<file path="config.mk">
export PLATFORM = sky130hd
export DESIGN_NAME = alu_cmd_sequencer
export DESIGN_NICKNAME = d
export VERILOG_FILES = /design/src/rtl/alu_cmd_sequencer.sv
export SDC_FILE = /design/constraint.sdc
export NUM_CORES = 1
export LEC_CHECK = 0
export CORE_UTILIZATION = 56
export CTS_CLUSTER_DIAMETER = 120
export DETAILED_ROUTE_END_ITERATION = 8
export DONT_BUFFER_PORTS = 1
export PLACE_DENSITY = 0.74
export SLEW_MARGIN = 20
export SYNTH_ARGS = -nofsm -noshare
export SYNTH_HDL_FRONTEND = slang
export SYNTH_SLANG_ARGS = --single-unit
export TNS_END_PERCENT = 100
</file>
<file path="constraint.sdc">
create_clock -name CLK -period 2.4 [get_ports CLK]
set_input_delay 0.72 -clock CLK [delete_from_list [all_inputs] [get_ports CLK]]
set_output_delay 0.72 -clock CLK [all_outputs]
set_load 0.005 [all_outputs]
</file>
<file path="src/rtl/alu_cmd_sequencer.sv">
// ============================================================================
// alu_cmd_sequencer
// ----------------------------------------------------------------------------
// Byte-stream command front end that sits directly upstream of a 16-bit ALU.
// Command frames arrive one byte per RX_VALID strobe. Operands and the
// function code are registered onto the ALU inputs. The ALU clock enable is
// opened for ALU_LATENCY cycles, ALU_OUT is captured, and the result is
// returned MSB first over a valid/busy byte handshake.
//
// Frames:
//   CMD_FULL  AH AL BH BL FUN : load both operands, then run
//   CMD_SHORT FUN             : reuse the stored operands, then run
//   FUN[7:4] must be zero, otherwise the frame is rejected with an ERR pulse.
//
// Handshake (TX side):
//   TX_VALID rises one cycle after a TX state is entered. A byte moves in
//   every cycle where TX_VALID=1 and TX_BUSY=0. While TX_BUSY=1, TX_VALID
//   and TX_DATA hold. After each transfer TX_VALID is low for at least one
//   cycle before the next byte is offered.
//
// Optional build feature (macro ALU_SEQ_FLAG_BYTE_EN):
//   defined   - a third byte {4'b0, ARITH, LOGIC, CMP, SHIFT} follows the
//               result bytes (state TX_FLG, same handshake).
//   undefined - two bytes only; the flag inputs are ignored.
//
// Parameters:
//   ALU_LATENCY  clock edges from stable ALU inputs to valid ALU_OUT (1..7)
//   CMD_FULL     command byte of a full frame
//   CMD_SHORT    command byte of a short frame
//
// Ports:
//   CLK, RST        clock, asynchronous active-high reset
//   RX_DATA/VALID   received byte and its one-cycle strobe
//   ALU_OUT         ALU result
//   *_FLAG          ALU op-class flags
//   OP_A, OP_B      ALU operands (registered)
//   ALU_FUN         ALU function code (registered)
//   ALU_EN          ALU clock-gate enable (registered)
//   TX_DATA/VALID   outgoing byte and offer strobe (registered)
//   TX_BUSY         sink cannot accept
//   ERR             one-cycle protocol error pulse (registered)
//   DBG_STATE       current FSM state, for observation only
// ============================================================================
module alu_cmd_sequencer #(
    parameter int unsigned ALU_LATENCY = 1,
    parameter logic [7:0]  CMD_FULL    = 8'hCC,
    parameter logic [7:0]  CMD_SHORT   = 8'hDD
) (
    input  logic        CLK,
    input  logic        RST,
    input  logic [7:0]  RX_DATA,
    input  logic        RX_VALID,
    input  logic [15:0] ALU_OUT,
    input  logic        ARITH_FLAG,
    input  logic        LOGIC_FLAG,
    input  logic        CMP_FLAG,
    input  logic        SHIFT_FLAG,
    output logic [15:0] OP_A,
    output logic [15:0] OP_B,
    output logic [3:0]  ALU_FUN,
    output logic        ALU_EN,
    output logic [7:0]  TX_DATA,
    output logic        TX_VALID,
    input  logic        TX_BUSY,
    output logic        ERR,
    output logic [3:0]  DBG_STATE
);

    typedef enum logic [3:0] {
        S_IDLE    = 4'd0,
        S_RX_AH   = 4'd1,
        S_RX_AL   = 4'd2,
        S_RX_BH   = 4'd3,
        S_RX_BL   = 4'd4,
        S_RX_FUN  = 4'd5,
        S_ALU_RUN = 4'd6,
        S_CAPTURE = 4'd7,
        S_TX_HI   = 4'd8,
        S_TX_LO   = 4'd9
`ifdef ALU_SEQ_FLAG_BYTE_EN
        , S_TX_FLG = 4'd10
`endif
    } state_t;

    // The run counter is loaded with LATENCY-1 and ALU_EN drops on the edge
    // that sees it at zero, so ALU_EN is high for exactly ALU_LATENCY cycles.
    localparam logic [2:0] LAT_M1 = 3'(ALU_LATENCY - 1);

    state_t      state_q;
    logic [15:0] op_a_q;
    logic [15:0] op_b_q;
    logic [3:0]  fun_q;
    logic        alu_en_q;
    logic [2:0]  run_cnt_q;
    logic [15:0] result_q;
    logic [7:0]  tx_data_q;
    logic        tx_valid_q;
    logic        err_q;

`ifdef ALU_SEQ_FLAG_BYTE_EN
    logic [3:0]  flags_q;
`else
    logic        unused_flags;
    assign unused_flags = ^{ARITH_FLAG, LOGIC_FLAG, CMP_FLAG, SHIFT_FLAG};
`endif

    always_ff @(posedge CLK or posedge RST) begin
        if (RST) begin
            state_q    <= S_IDLE;
            op_a_q     <= 16'h0000;
            op_b_q     <= 16'h0000;
            fun_q      <= 4'h0;
            alu_en_q   <= 1'b0;
            run_cnt_q  <= 3'd0;
            result_q   <= 16'h0000;
            tx_data_q  <= 8'h00;
            tx_valid_q <= 1'b0;
            err_q      <= 1'b0;
`ifdef ALU_SEQ_FLAG_BYTE_EN
            flags_q    <= 4'h0;
`endif
        end else begin
            // ERR is a pulse: cleared every cycle unless an arm re-asserts it.
            err_q <= 1'b0;

            case (state_q)
                S_IDLE: begin
                    if (RX_VALID) begin
                        if (RX_DATA == CMD_FULL) begin
                            state_q <= S_RX_AH;
                        end else if (RX_DATA == CMD_SHORT) begin
                            state_q <= S_RX_FUN;
                        end else begin
                            err_q <= 1'b1;
                        end
                    end
                end

                S_RX_AH: begin
                    if (RX_VALID) begin
                        op_a_q[15:8] <= RX_DATA;
                        state_q      <= S_RX_AL;
                    end
                end

                S_RX_AL: begin
                    if (RX_VALID) begin
                        op_a_q[7:0] <= RX_DATA;
                        state_q     <= S_RX_BH;
                    end
                end

                S_RX_BH: begin
                    if (RX_VALID) begin
                        op_b_q[15:8] <= RX_DATA;
                        state_q      <= S_RX_BL;
                    end
                end

                S_RX_BL: begin
                    if (RX_VALID) begin
                        op_b_q[7:0] <= RX_DATA;
                        state_q     <= S_RX_FUN;
                    end
                end

                S_RX_FUN: begin
                    if (RX_VALID) begin
                        if (RX_DATA[7:4] != 4'h0) begin
                            // Rejected: function code and ALU untouched,
                            // operand bytes already loaded are kept.
                            err_q   <= 1'b1;
                            state_q <= S_IDLE;
                        end else begin
                            fun_q     <= RX_DATA[3:0];
                            alu_en_q  <= 1'b1;
                            run_cnt_q <= LAT_M1;
                            state_q   <= S_ALU_RUN;
                        end
                    end
                end

                S_ALU_RUN: begin
                    if (RX_VALID) begin
                        err_q <= 1'b1;
                    end
                    if (run_cnt_q == 3'd0) begin
                        alu_en_q <= 1'b0;
                        state_q  <= S_CAPTURE;
                    end else begin
                        run_cnt_q <= run_cnt_q - 3'd1;
                    end
                end

                S_CAPTURE: begin
                    if (RX_VALID) begin
                        err_q <= 1'b1;
                    end
                    result_q <= ALU_OUT;
`ifdef ALU_SEQ_FLAG_BYTE_EN
                    flags_q  <= {ARITH_FLAG, LOGIC_FLAG, CMP_FLAG, SHIFT_FLAG};
`endif
                    state_q  <= S_TX_HI;
                end

                // Each TX state: first cycle offers the byte, then waits for
                // a cycle with TX_BUSY low. Dropping TX_VALID on the transfer
                // edge gives the mandatory idle cycle in the next state.
                S_TX_HI: begin
                    if (RX_VALID) begin
                        err_q <= 1'b1;
                    end
                    if (!tx_valid_q) begin
                        tx_valid_q <= 1'b1;
                        tx_data_q  <= result_q[15:8];
                    end else if (!TX_BUSY) begin
                        tx_valid_q <= 1'b0;
                        state_q    <= S_TX_LO;
                    end
                end

                S_TX_LO: begin
                    if (RX_VALID) begin
                        err_q <= 1'b1;
                    end
                    if (!tx_valid_q) begin
                        tx_valid_q <= 1'b1;
                        tx_data_q  <= result_q[7:0];
                    end else if (!TX_BUSY) begin
                        tx_valid_q <= 1'b0;
`ifdef ALU_SEQ_FLAG_BYTE_EN
                        state_q    <= S_TX_FLG;
`else
                        state_q    <= S_IDLE;
`endif
                    end
                end

`ifdef ALU_SEQ_FLAG_BYTE_EN
                S_TX_FLG: begin
                    if (RX_VALID) begin
                        err_q <= 1'b1;
                    end
                    if (!tx_valid_q) begin
                        tx_valid_q <= 1'b1;
                        tx_data_q  <= {4'b0000, flags_q};
                    end else if (!TX_BUSY) begin
                        tx_valid_q <= 1'b0;
                        state_q    <= S_IDLE;
                    end
                end
`endif

                default: begin
                    alu_en_q   <= 1'b0;
                    tx_valid_q <= 1'b0;
                    state_q    <= S_IDLE;
                end
            endcase
        end
    end

    assign OP_A      = op_a_q;
    assign OP_B      = op_b_q;
    assign ALU_FUN   = fun_q;
    assign ALU_EN    = alu_en_q;
    assign TX_DATA   = tx_data_q;
    assign TX_VALID  = tx_valid_q;
    assign ERR       = err_q;
    assign DBG_STATE = state_q;

endmodule

</file>
; Word-level counts from Yosys, hierarchy flattened
; Cells that the tools add are included.
[classes]
n_reduce_logical = 18
n_mux = 36
eq_ne = 27
add_sub_neg = 1
bitwise_logic = 2
[ops]
columns = operator, n
row1 = two-way mux 4 bit, 13
row2 = one-hot mux 4 bit (10 select lines), 1
row3 = != test 2 bit (second input constant), 15
row4 = == test 4 x 3 -> 1 bit (second input constant), 4
row5 = == test 8 bit (second input constant), 2
row6 = two-way mux 8 bit, 2
row7 = one-hot mux 8 bit (2 select lines), 1
row8 = OR reduction 8 bit, 2
row9 = two-way mux 3 bit, 4
row10 = AND reduction 12 bit, 1
row11 = two-way mux 1 bit, 11
row12 = == test 4 x 2 -> 1 bit (second input constant), 2
row13 = == test 4 bit (second input constant), 2
row14 = AND reduction 2 bit, 4
row15 = AND reduction 4 bit, 2
row16 = one-hot mux 1 bit (3 select lines), 2
row17 = one-hot mux 3 bit (2 select lines), 1
row18 = AND reduction 3 bit, 2
row19 = == test 4 x 1 -> 1 bit (second input constant), 1
row20 = zero test 4 bit, 1
row21 = nonzero test 2 bit, 2
row22 = nonzero test 4 bit, 1
row23 = OR reduction 4 bit, 1
row24 = zero test 3 bit, 1
row25 = other kinds (5), 6
[word_totals]
regBits = 70
out_inout_bits = 51
elab_cells = 96
input_bits = 32

; Depth between registers and ports, before layout
; Gate-level depths: netlist of run 1.
[logic_depth]
word_depth = 5
depth_mapped = 7
mapped_depth_nobuf = 6

; Least setup slack after synthesis of run 1
; No wires, ideal clock.
[synth_path]
path_kind = in2reg
startpoint = input RX_DATA[7]
endpoint = register fun_q[0], in the netlist ALU_FUN[0]
t_required_ns = 2.272
t_arrival_ns = 1.699
n_path_buf = 1
path_stages = 4
setup_ns = 0.128
slack_ns = 0.573
path_cell_list = nor4_1 -> and4_1 -> buf_2 -> mux2_1
[synth_between]
elab_chain_len = 3
[synth_lines]
columns = element, line_no
row1 = from (decl), 51  ; input logic [7:0] RX_DATA,
row2 = nonzero test 4 bit, 169  ; if (RX_DATA[7:4] != 4'h0) begin
row3 = inverter 1 bit (no source line), --
row4 = AND reduction 3 bit (no source line), --
row5 = to (signal assigned), 175  ; fun_q <= RX_DATA[3:0];
row6 = to (decl), 92  ; logic [3:0] fun_q;
; No other way between the ends.
; A chain may end at the register's enable or synchronous reset.

; Worst setup path after layout of run 1
[layout_path]
startpoint = register state_q[2], in the netlist DBG_STATE[2]
endpoint = register fun_q[1], in the netlist ALU_FUN[1]
[layout_between]
elab_chain_len = 2
[layout_lines]
columns = element, line_no
row1 = from (decl), 89  ; state_t state_q;
row2 = from (signal assigned), 109  ; state_q <= S_IDLE;
row3 = from (signal assigned), 130  ; state_q <= S_RX_AH;
row4 = from (signal assigned), 132  ; state_q <= S_RX_FUN;
row5 = == test 4 x 3 -> 1 bit, 126  ; case (state_q)
row6 = AND reduction 3 bit (no source line), --
; No other way between the ends.

==> impl_metrics.ini, run 1 <==
[status]
outcome = finished, final reports clean

[die]
initial_core_util = 0.583
placeableCoreArea_sq_um = 5140
die-area_sq_um = 5650
pin_count = 83
die_w_microns = 75.2
die_h_microns = 75.2
rows = 26

[clock_network]
postCtsSetupRepairBufs = 0
clock_latency_ns = 0.35
cts-root-buf = clkbuf_8
ctsResizeCount = 0
holdBufCountCts = 0
ctsHtreeMaxLevel = 3
cts.reportedPaths.clkPinSlew_ns = 0.08
cts_tree = done
cts_made_buffers = 9
cts_sinks = 70
clock_path_buffers = 2

[logic_synthesis]
async_reset_ff_frac = 1.00
yosysWarningCount = 0
netlist_area_sq_um = 3000
syn_inst = 222
syn_area_per_cell_sq_um = 13.5
ys_seq_elements = 70
synth_area_leader_cell = dfrtp_1
synth_nets = 256
yosysTopAreaCellShare = 0.585
synth_flop_cell = dfrtp_1
synth.area.top_cells = dfrtp_1 58%, mux2_2 14%, mux2_4 4.5%
synth_edf_count = 0
synth-seq-area-share = 0.585
synth_cell_type_count = 42

[sta]
grt_setup_unrepaired = no
timing.slew.headroom = 0.660
skew_ns = 0.00937
fin_crit_ns = 1.87
slew_violations = 0
tightestPinTransition_ns = 0.510
setup_viol = 0
fmax_mhz = 535
timing.final.crit_share = 0.778
hold_violations = 0
final.setup.tns_ns = 0

[global_routing]
gr-total-overflow = 0
grt_antenna_before_repair = 0
grt_max_degree = 71
grt_pass1_vias = 1740
grt_pass1_wl_microns = 8920
grt.total_usage = 0.221

[place]
placed_area_sq_um = 3050
dpl.hpwl_microns = 3920
gp_congestion = 0.905
portBuffers = 0

[routing]
route.detailed.drc = 0
wirelength_microns = 5760
vias = 1782
firstDrtPassIters = 4
avgViaCountPerCell = 5.96
drt_iter0_markers = 123
ant_nets = 0
routedWlPerCell_microns = 19.3

[setup_path]
critical_path.startpoint_type = flop
cp-end-kind = flop
worstSetupPathType = reg2reg
path_max_fanout = 11
arrival_ns = 2.10
cp.required_ns = 2.63

[cells_and_area]
drive_gt1_frac = 0.301
multi_input_area_sq_um = 1150
final_cell_mix = 70 x dfrtp_1, 36 x mux2_2, 11 x nand2_1, 10 x clkbuf_8
seqCellArea_sq_um = 1750
fill_cells = 405
n_antenna_cell = 0
layout_commonest_cell = dfrtp_1
area_growth_syn_to_layout_pct = 9.44
finalNetCount = 258
final_cell_area_sq_um = 3280

[job]
drv_cap = 0

[power_and_ir_drop]
leakage_nw = 1.50
ir_worst_vdd_v = 0.000675
powerDensity_nw_per_um2 = 1360

[hold_path]
hold_class = in2async
[where the power goes]
part	internal, mW	switching (mW)
registers	1.74	0.479
logic	0.651	0.490
clock network	0.620	0.465
total	3.02	1.44
[worst paths after layout]
check                                          from                       end  slack (ns)  cells past startpoint
max                        DBG_STATE[2]$_DFFE_PP0P_    ALU_FUN[1]$_DFFE_PP0P_        0.53                      3
min                                             RST   result_q[1]$_DFFE_PP0P_        0.32                      2
max reg2reg                DBG_STATE[2]$_DFFE_PP0P_    ALU_FUN[1]$_DFFE_PP0P_        0.53                      3
min reg2reg                run_cnt_q[0]$_DFFE_PP0P_  run_cnt_q[0]$_DFFE_PP0P_        0.51                      1
max in group asynchronous                       RST   result_q[8]$_DFFE_PP0P_        1.76                      2
min in group CLK                         ALU_OUT[4]   result_q[4]$_DFFE_PP0P_        0.50                      1
[cells in the mapped netlist (2+ instances only)]
master / n
dfrtp_1: 70
mux2_2: 36
nand2_1: 11
mux2_4: 9
o21ai_0: 9
o22ai_1: 9
mux2_1: 7
buf_2: 6
inv_1: 6
a21oi_1: 5
nand3_1: 5
nor2_1: 5
nand2b_1: 4
mux2i_1: 3
a21o_1: 2
and4_1: 2
buf_6: 2
clkbuf_1: 2
ha_1: 2
nand4b_1: 2
o211ai_1: 2
o21ai_1: 2
or4_1: 2
[kinds of logic after synthesis]
kind of cell	Yosys count	synth area share
muxes	55	0.217
DFF	70	0.585
buffers and inverters	18	0.0313
AOI/OAI and AO/OA	34	0.0689
xor gates and xnor gates	1	0.00292
and+or+nand+nor	42	0.0873
adders and majority gates	2	0.00835
[layer usage]
metal / global-route usage / vias up / wire length (microns)
li1: - / 801 / -
met1: 0.288 / 907 / 2430
met2: 0.332 / 65 / 2790
met3: 0.0736 / 9 / 439
met4: 0.115 / 0 / 96
met5: 0 / - / 0
[state kept, by name, indices dropped and copies added (netlist names), 3 cells and up]
register,count
ALU_FUN,4
DBG_STATE,4
OP_A,16
OP_B,16
TX_DATA,8
result_q,16
run_cnt_q,3
[stage by stage]
stage / util / std cells / total power [mW] / hold slack (ns) / setup slack (ns)
after floorplan: - / 222 / 3.13 / 0.461 / 0.573
after global placement: 0.593 / 283 / 3.32 / 0.476 / 0.380
after detailed placement: 0.593 / 283 / 3.39 / 0.491 / 0.329
after CTS: 0.638 / 299 / 4.47 / 0.346 / 0.537
after global routing: 0.638 / 299 / 4.71 / 0.360 / 0.422
final: 0.638 / 299 / 4.45 / 0.320 / 0.532
[area by class of cell]
| cell class | count | area share |
|---|---|---|
| inverters | 7 | 0.00916 |
| repair buffers | 2 | 0.00839 |
| clock buffers | 10 | 0.0420 |
| clock inverters | 6 | 0.0286 |
| well taps | 70 | 0.0267 |
| multi-input cells | 134 | 0.351 |
| flip-flops and latches | 70 | 0.534 |
[worst max-delay path: stages, from the launching register on]
cell and delay, ns:
dfrtp_1 0.58, nor2b_4 0.34, and4_1 0.47, mux2_1 0.37
No activity file was read; power rests on OpenSTA's default activity.
==> inputs of run 2 (changes only) <==
- clock period: 2.4 -> 1.52 ns (I/O delays scaled with it)
==> run 2 against run 1 <==
Net effect:
- clock-buffer cell count fell by 1
- setup slack got worse by 0.51 ns
- final cell count rose by 12%
==> impl_metrics.ini, run 2 (synthesis gave the netlist of run 1 again) <==
[setup_path]
critPathBufInv = 2
path_max_fanout = 5
crit_chain = and2b_1 > and4_2 > buf_4 > buf_4 > a31o_1
arrival_ns = 1.74
critical_path.startpoint_type = flop
cp_slowest_cell = dfrtp_2
cp-end-kind = flop
critPathTopFamily = simple AND/OR/NAND/NOR gates
worstSetupPathType = reg2reg
cpPeakStageDelay_ns = 0.44
crit_top_cell = buf_4
cp.required_ns = 1.76

[die]
die-area_sq_um = 5650
initial_core_util = 0.583
pin_count = 83
die_w_microns = 75.2
die_h_microns = 75.2
placeableCoreArea_sq_um = 5140
rows = 26

[place]
placed_area_sq_um = 3280
gp_congestion = 0.871
portBuffers = 0
dpl.hpwl_microns = 4290
numPlacedInstances = 313
dpl_worst_slack_ns = -0.123

[sta]
timing.slew.headroom = 0.703
slew_violations = 0
tightestPinTransition_ns = 0.439
skew_ns = 0.0104
fmax_mhz = 669
timing.final.crit_share = 0.984
setup_ws_ns = 0.0246
fin_crit_ns = 1.50
final.setup.tns_ns = 0
grt_setup_unrepaired = yes
hold_violations = 0
hold_slack_ns = 0.0494
setup_viol = 0

[power_and_ir_drop]
seq_power_share = 0.465
leakage_nw = 1.67
internal_power_mw = 4.97
power.total_mw = 7.40
clkPwrFrac = 0.197
comb_power_share = 0.339
ir_worst_vdd_v = 0.00127
switchingPower_mw = 2.43
netSwitchingFraction = 0.328
powerDensity_nw_per_um2 = 2070

[global_routing]
grt_pass1_vias = 1928
grt_max_degree = 71
grt.total_usage = 0.237
gr-total-overflow = 0
grt_pass1_wl_microns = 9620
grt_antenna_before_repair = 0

[routing]
firstDrtPassIters = 4
avgViaCountPerCell = 5.60
routedWlPerCell_microns = 18.4
dr_wl_met2_microns = 2990
vias = 1872
wirelength_microns = 6140
dr_wl_met3_microns = 353
drt_iter0_markers = 145
top_layer = met4
route.detailed.drc = 0
ant_nets = 0
wl_met1_microns = 2680

[hold_path]
hold_class = in2async

[cells_and_area]
final_cell_area_sq_um = 3580
n_antenna_cell = 0
layout_commonest_cell = dfrtp_1
final_cell_mix = 68 x dfrtp_1, 36 x mux2_2, 34 x buf_4, 11 x nand2_1
area_growth_syn_to_layout_pct = 19.4
drive_gt1_frac = 0.432
final_cells = 334
finalNetCount = 294
final_util = 0.696

[clock_network]
ctsHtreeMaxLevel = 3
cts_made_buffers = 9
clock_path_buffers = 2
cts_tree = done
cts.reportedPaths.clkPinSlew_ns = 0.08
clock_latency_ns = 0.35
cts-root-buf = clkbuf_8
cts_sinks = 70

[status]
outcome = finished, final reports clean

[job]
drv_cap = 0
-- run 2: worst paths after layout --
kind	from	endpoint	slack, ns	cells past startpoint
max in group asynchronous	RST	OP_B[4]$_DFFE_PP0P_	1.16	2
hold reg to reg	result_q[15]$_DFFE_PP0P_	result_q[15]$_DFFE_PP0P_	0.50	1
setup reg to reg	DBG_STATE[0]$_DFFE_PP0P_	ALU_EN$_DFFE_PP0P_	0.02	5
setup / recovery	DBG_STATE[0]$_DFFE_PP0P_	ALU_EN$_DFFE_PP0P_	0.02	5
min in group CLK	ALU_OUT[8]	result_q[8]$_DFFE_PP0P_	0.24	1
hold / removal	RST	result_q[10]$_DFFE_PP0P_	0.05	2
-- run 2: area by class of cell --
class,instances,area [sq um]
Tap cell,70,87.6
Clock inverter,6,63.8
Timing Repair Buffer,38,318
Multi-Input combinational cell,134,1200
Fill cell,379,1560
Sequential cell,70,1750
Clock buffer,9,124
Inverter,7,30.0
-- run 2: worst register-to-register path: stages (launching register included) --
cell and delay, ns:
dfrtp_2 0.44, and2b_1 0.20, and4_2 0.30, buf_4 0.15
buf_4 0.13, a31o_1 0.17
-- run 2: routing by layer --
metal | up-vias | track usage
met5 | - | 0
met4 | 0 | 0.117
met2 | 44 | 0.355
met1 | 945 | 0.320
li1 | 874 | -
met3 | 9 | 0.0656
-- run 2: what timing repair did --
action | 4_1_cts | 5_1_grt
setup buffers | 5 | 1
endpoints found under the setup margin | 14 | 36
resized for setup | 1 | 13
gates cloned | 0 | 0
pin swaps | 1 | 1
hold buffers | 0 | 0
-- run 2: power groups by stage --
stage | Sequential [mW] | Combinational, mW | Clock (mW)
4_1_cts | 3.44 | 2.40 | 1.47
5_1_grt | 3.54 | 2.76 | 1.55
3_3_place_gp | 3.43 | 2.21 | 0
3_5_place_dp | 3.47 | 2.30 | 0
6_report | 3.44 | 2.51 | 1.46
2_1_floorplan | 3.23 | 1.72 | 0
==> inputs of run 3 (changes only) <==
- CORE_MARGIN: unset -> 2
==> run 3 against run 2 <==
Net effect:
- die area grew 5.4%
- fmax rose by 0.19%
- global-route usage down 1.3 points
- flip-flop and latch count unchanged
- wire length up 2.4%
- combinational power is essentially flat
- setup slack better by 0.0029 ns
- register-to-register slack hardly changed
- largest power group unchanged
- first-iteration DRC count decreased by 27%
==> impl_metrics.ini, run 3 (synthesis gave the netlist of run 1 again) <==
[sta]
skew_ns = 0.00816
fmax_mhz = 670
grt_setup_unrepaired = yes
timing.final.crit_share = 0.982
hold_violations = 0
final.setup.tns_ns = 0
tightestPinTransition_ns = 0.428
fin_crit_ns = 1.49
setup_viol = 0
timing.slew.headroom = 0.710
slew_violations = 0

[die]
placeableCoreArea_sq_um = 5140
rows = 26
pin_count = 83
initial_core_util = 0.583
die-area_sq_um = 5950
die_h_microns = 77.2
die_w_microns = 77.2

[clock_network]
cts-root-buf = clkbuf_8
cts_made_buffers = 9
holdBufCountCts = 0
cts.reportedPaths.clkPinSlew_ns = 0.08
ctsHtreeMaxLevel = 3
cts_sinks = 70
cts_tree = done
clock_path_buffers = 2
clock_latency_ns = 0.34

[setup_path]
cp.required_ns = 1.06
crit_top_cell = buf_6
arrival_ns = 1.04
critPathTopFamily = flip-flops
cp_slowest_cell = dfrtp_2
cp-end-kind = output port
ff2ff_setup_slack_ns = 0.03
worstSetupPathType = reg2out
critical_path.startpoint_type = flop
reg2reg_depth = 4
critPathBufInv = 2
path_max_fanout = 5
crit_chain = buf_6 > buf_6
timing.rr.start = DBG_STATE[1]$_DFFE_PP0P_
reg2reg_to = ALU_FUN[3]$_DFFE_PP0P_
cpPeakStageDelay_ns = 0.45

[power_and_ir_drop]
leakage_nw = 1.71
internal_power_mw = 5.22
switchingPower_mw = 2.48
comb_power_share = 0.330
netSwitchingFraction = 0.322
powerDensity_nw_per_um2 = 2100
clkPwrFrac = 0.220
seq_power_share = 0.450
ir_worst_vdd_v = 0.00138

[place]
numPlacedInstances = 313
dpl.hpwl_microns = 4330
gp_congestion = 0.793
portBuffers = 0

[routing]
ant_nets = 0
drt_iter0_markers = 106
wirelength_microns = 6290
routedWlPerCell_microns = 18.8
avgViaCountPerCell = 5.69
route.detailed.drc = 0
firstDrtPassIters = 4
vias = 1899

[global_routing]
grt.total_usage = 0.224
grt_pass1_vias = 1952
grt_pass1_wl_microns = 10200
gr-total-overflow = 0
grt_antenna_before_repair = 0
grt_max_degree = 71

[status]
outcome = finished, final reports clean

[cells_and_area]
n_antenna_cell = 0
multi_input_area_sq_um = 1220
drive_gt1_frac = 0.447
layout_commonest_cell = dfrtp_1
finalNetCount = 293
fill_cells = 360
seqCellArea_sq_um = 1750
area_growth_syn_to_layout_pct = 22.2
final_cells = 334
final_cell_mix = 68 x dfrtp_1, 36 x mux2_2, 26 x buf_4, 11 x nand2_1

[job]
drv_cap = 0

[hold_path]
hold_class = in2async
[run 3: cell types whose count changed in the layout (fill, tap and decap cells not counted), sizes merged]
| cell | previous run | this run |
|---|---|---|
| clkbuf | 9 | 10 |
| clkinv | 4 | 3 |
| clkinvlp | 3 | 2 |
| buf | 38 | 37 |
| inv | 5 | 6 |
| bufinv | 1 | 2 |
[run 3: worst register-to-register path: stages, from the launching register on]
cell and delay (ns):
dfrtp_2 0.45, and2b_1 0.26, and4_4 0.24, buf_6 0.11, mux2_1 0.32
[run 3: per-layer routing]
layer / vias to the layer above / global-route usage / part of all wire
li1: 883 / - / -
met1: 948 / 0.304 / 0.44
met2: 62 / 0.334 / 0.50
met3: 6 / 0.0882 / 0.058
met4: 0 / 0.0661 / 0.0057
met5: - / 0 / 0
[run 3: area by class of cell]
type,count,area share
Sequential cell,70,0.479
Timing Repair Buffer,37,0.0919
Inverter,7,0.00820
Tap cell,70,0.0239
Multi-Input combinational cell,134,0.334
Clock inverter,6,0.0256
Clock buffer,10,0.0376
[run 3: how the worst max path moves through the flow]
stage,startpoint,end,slack [ns],cells past startpoint
after floorplan,DBG_STATE[3]$_DFFE_PP0P_,OP_B[10]$_DFFE_PP0P_,0.01,5
after global placement,RX_DATA[7],ALU_FUN[2]$_DFFE_PP0P_,-0.08,4
after detailed placement,RX_DATA[7],ALU_FUN[1]$_DFFE_PP0P_,-0.1,4
after CTS,DBG_STATE[1]$_DFFE_PP0P_,DBG_STATE[0]$_DFFE_PP0P_,0.007,6
after global routing,DBG_STATE[1]$_DFFE_PP0P_,TX_DATA[0]$_DFFE_PP0P_,-0.02,6
final,DBG_STATE[1]$_DFFE_PP0P_,DBG_STATE[1],0.03,2
[run 3: what timing repair did]
item                       CTS  global route
gates cloned                 0             0
resized for setup            8            19
setup endpoints to repair   17            19
pin swaps                    1             2
setup buffers                4             1
[run 3: per-stage QoR]
step	power (mW)	hold WS, ns	util	setup slack (ns)	area, sq um
floorplan	4.95	0.461	-	0.00997	3010
global placement	5.62	0.453	0.639	-0.0775	3280
detailed placement	5.74	0.457	0.639	-0.0975	3280
CTS	7.56	0.0818	0.697	0.00689	3580
global route	8.16	0.0954	0.713	-0.0240	3660
finish	7.70	0.0696	0.713	0.0275	3660
[run 3: power groups by stage]
| stage | Combinational (mW) | Sequential [mW] | Clock, mW |
|---|---|---|---|
| floorplan | 1.72 | 3.23 | 0 |
| global placement | 2.18 | 3.44 | 0 |
| detailed placement | 2.27 | 3.47 | 0 |
| CTS | 2.37 | 3.46 | 1.73 |
| global route | 2.77 | 3.57 | 1.82 |
| finish | 2.54 | 3.46 | 1.69 |
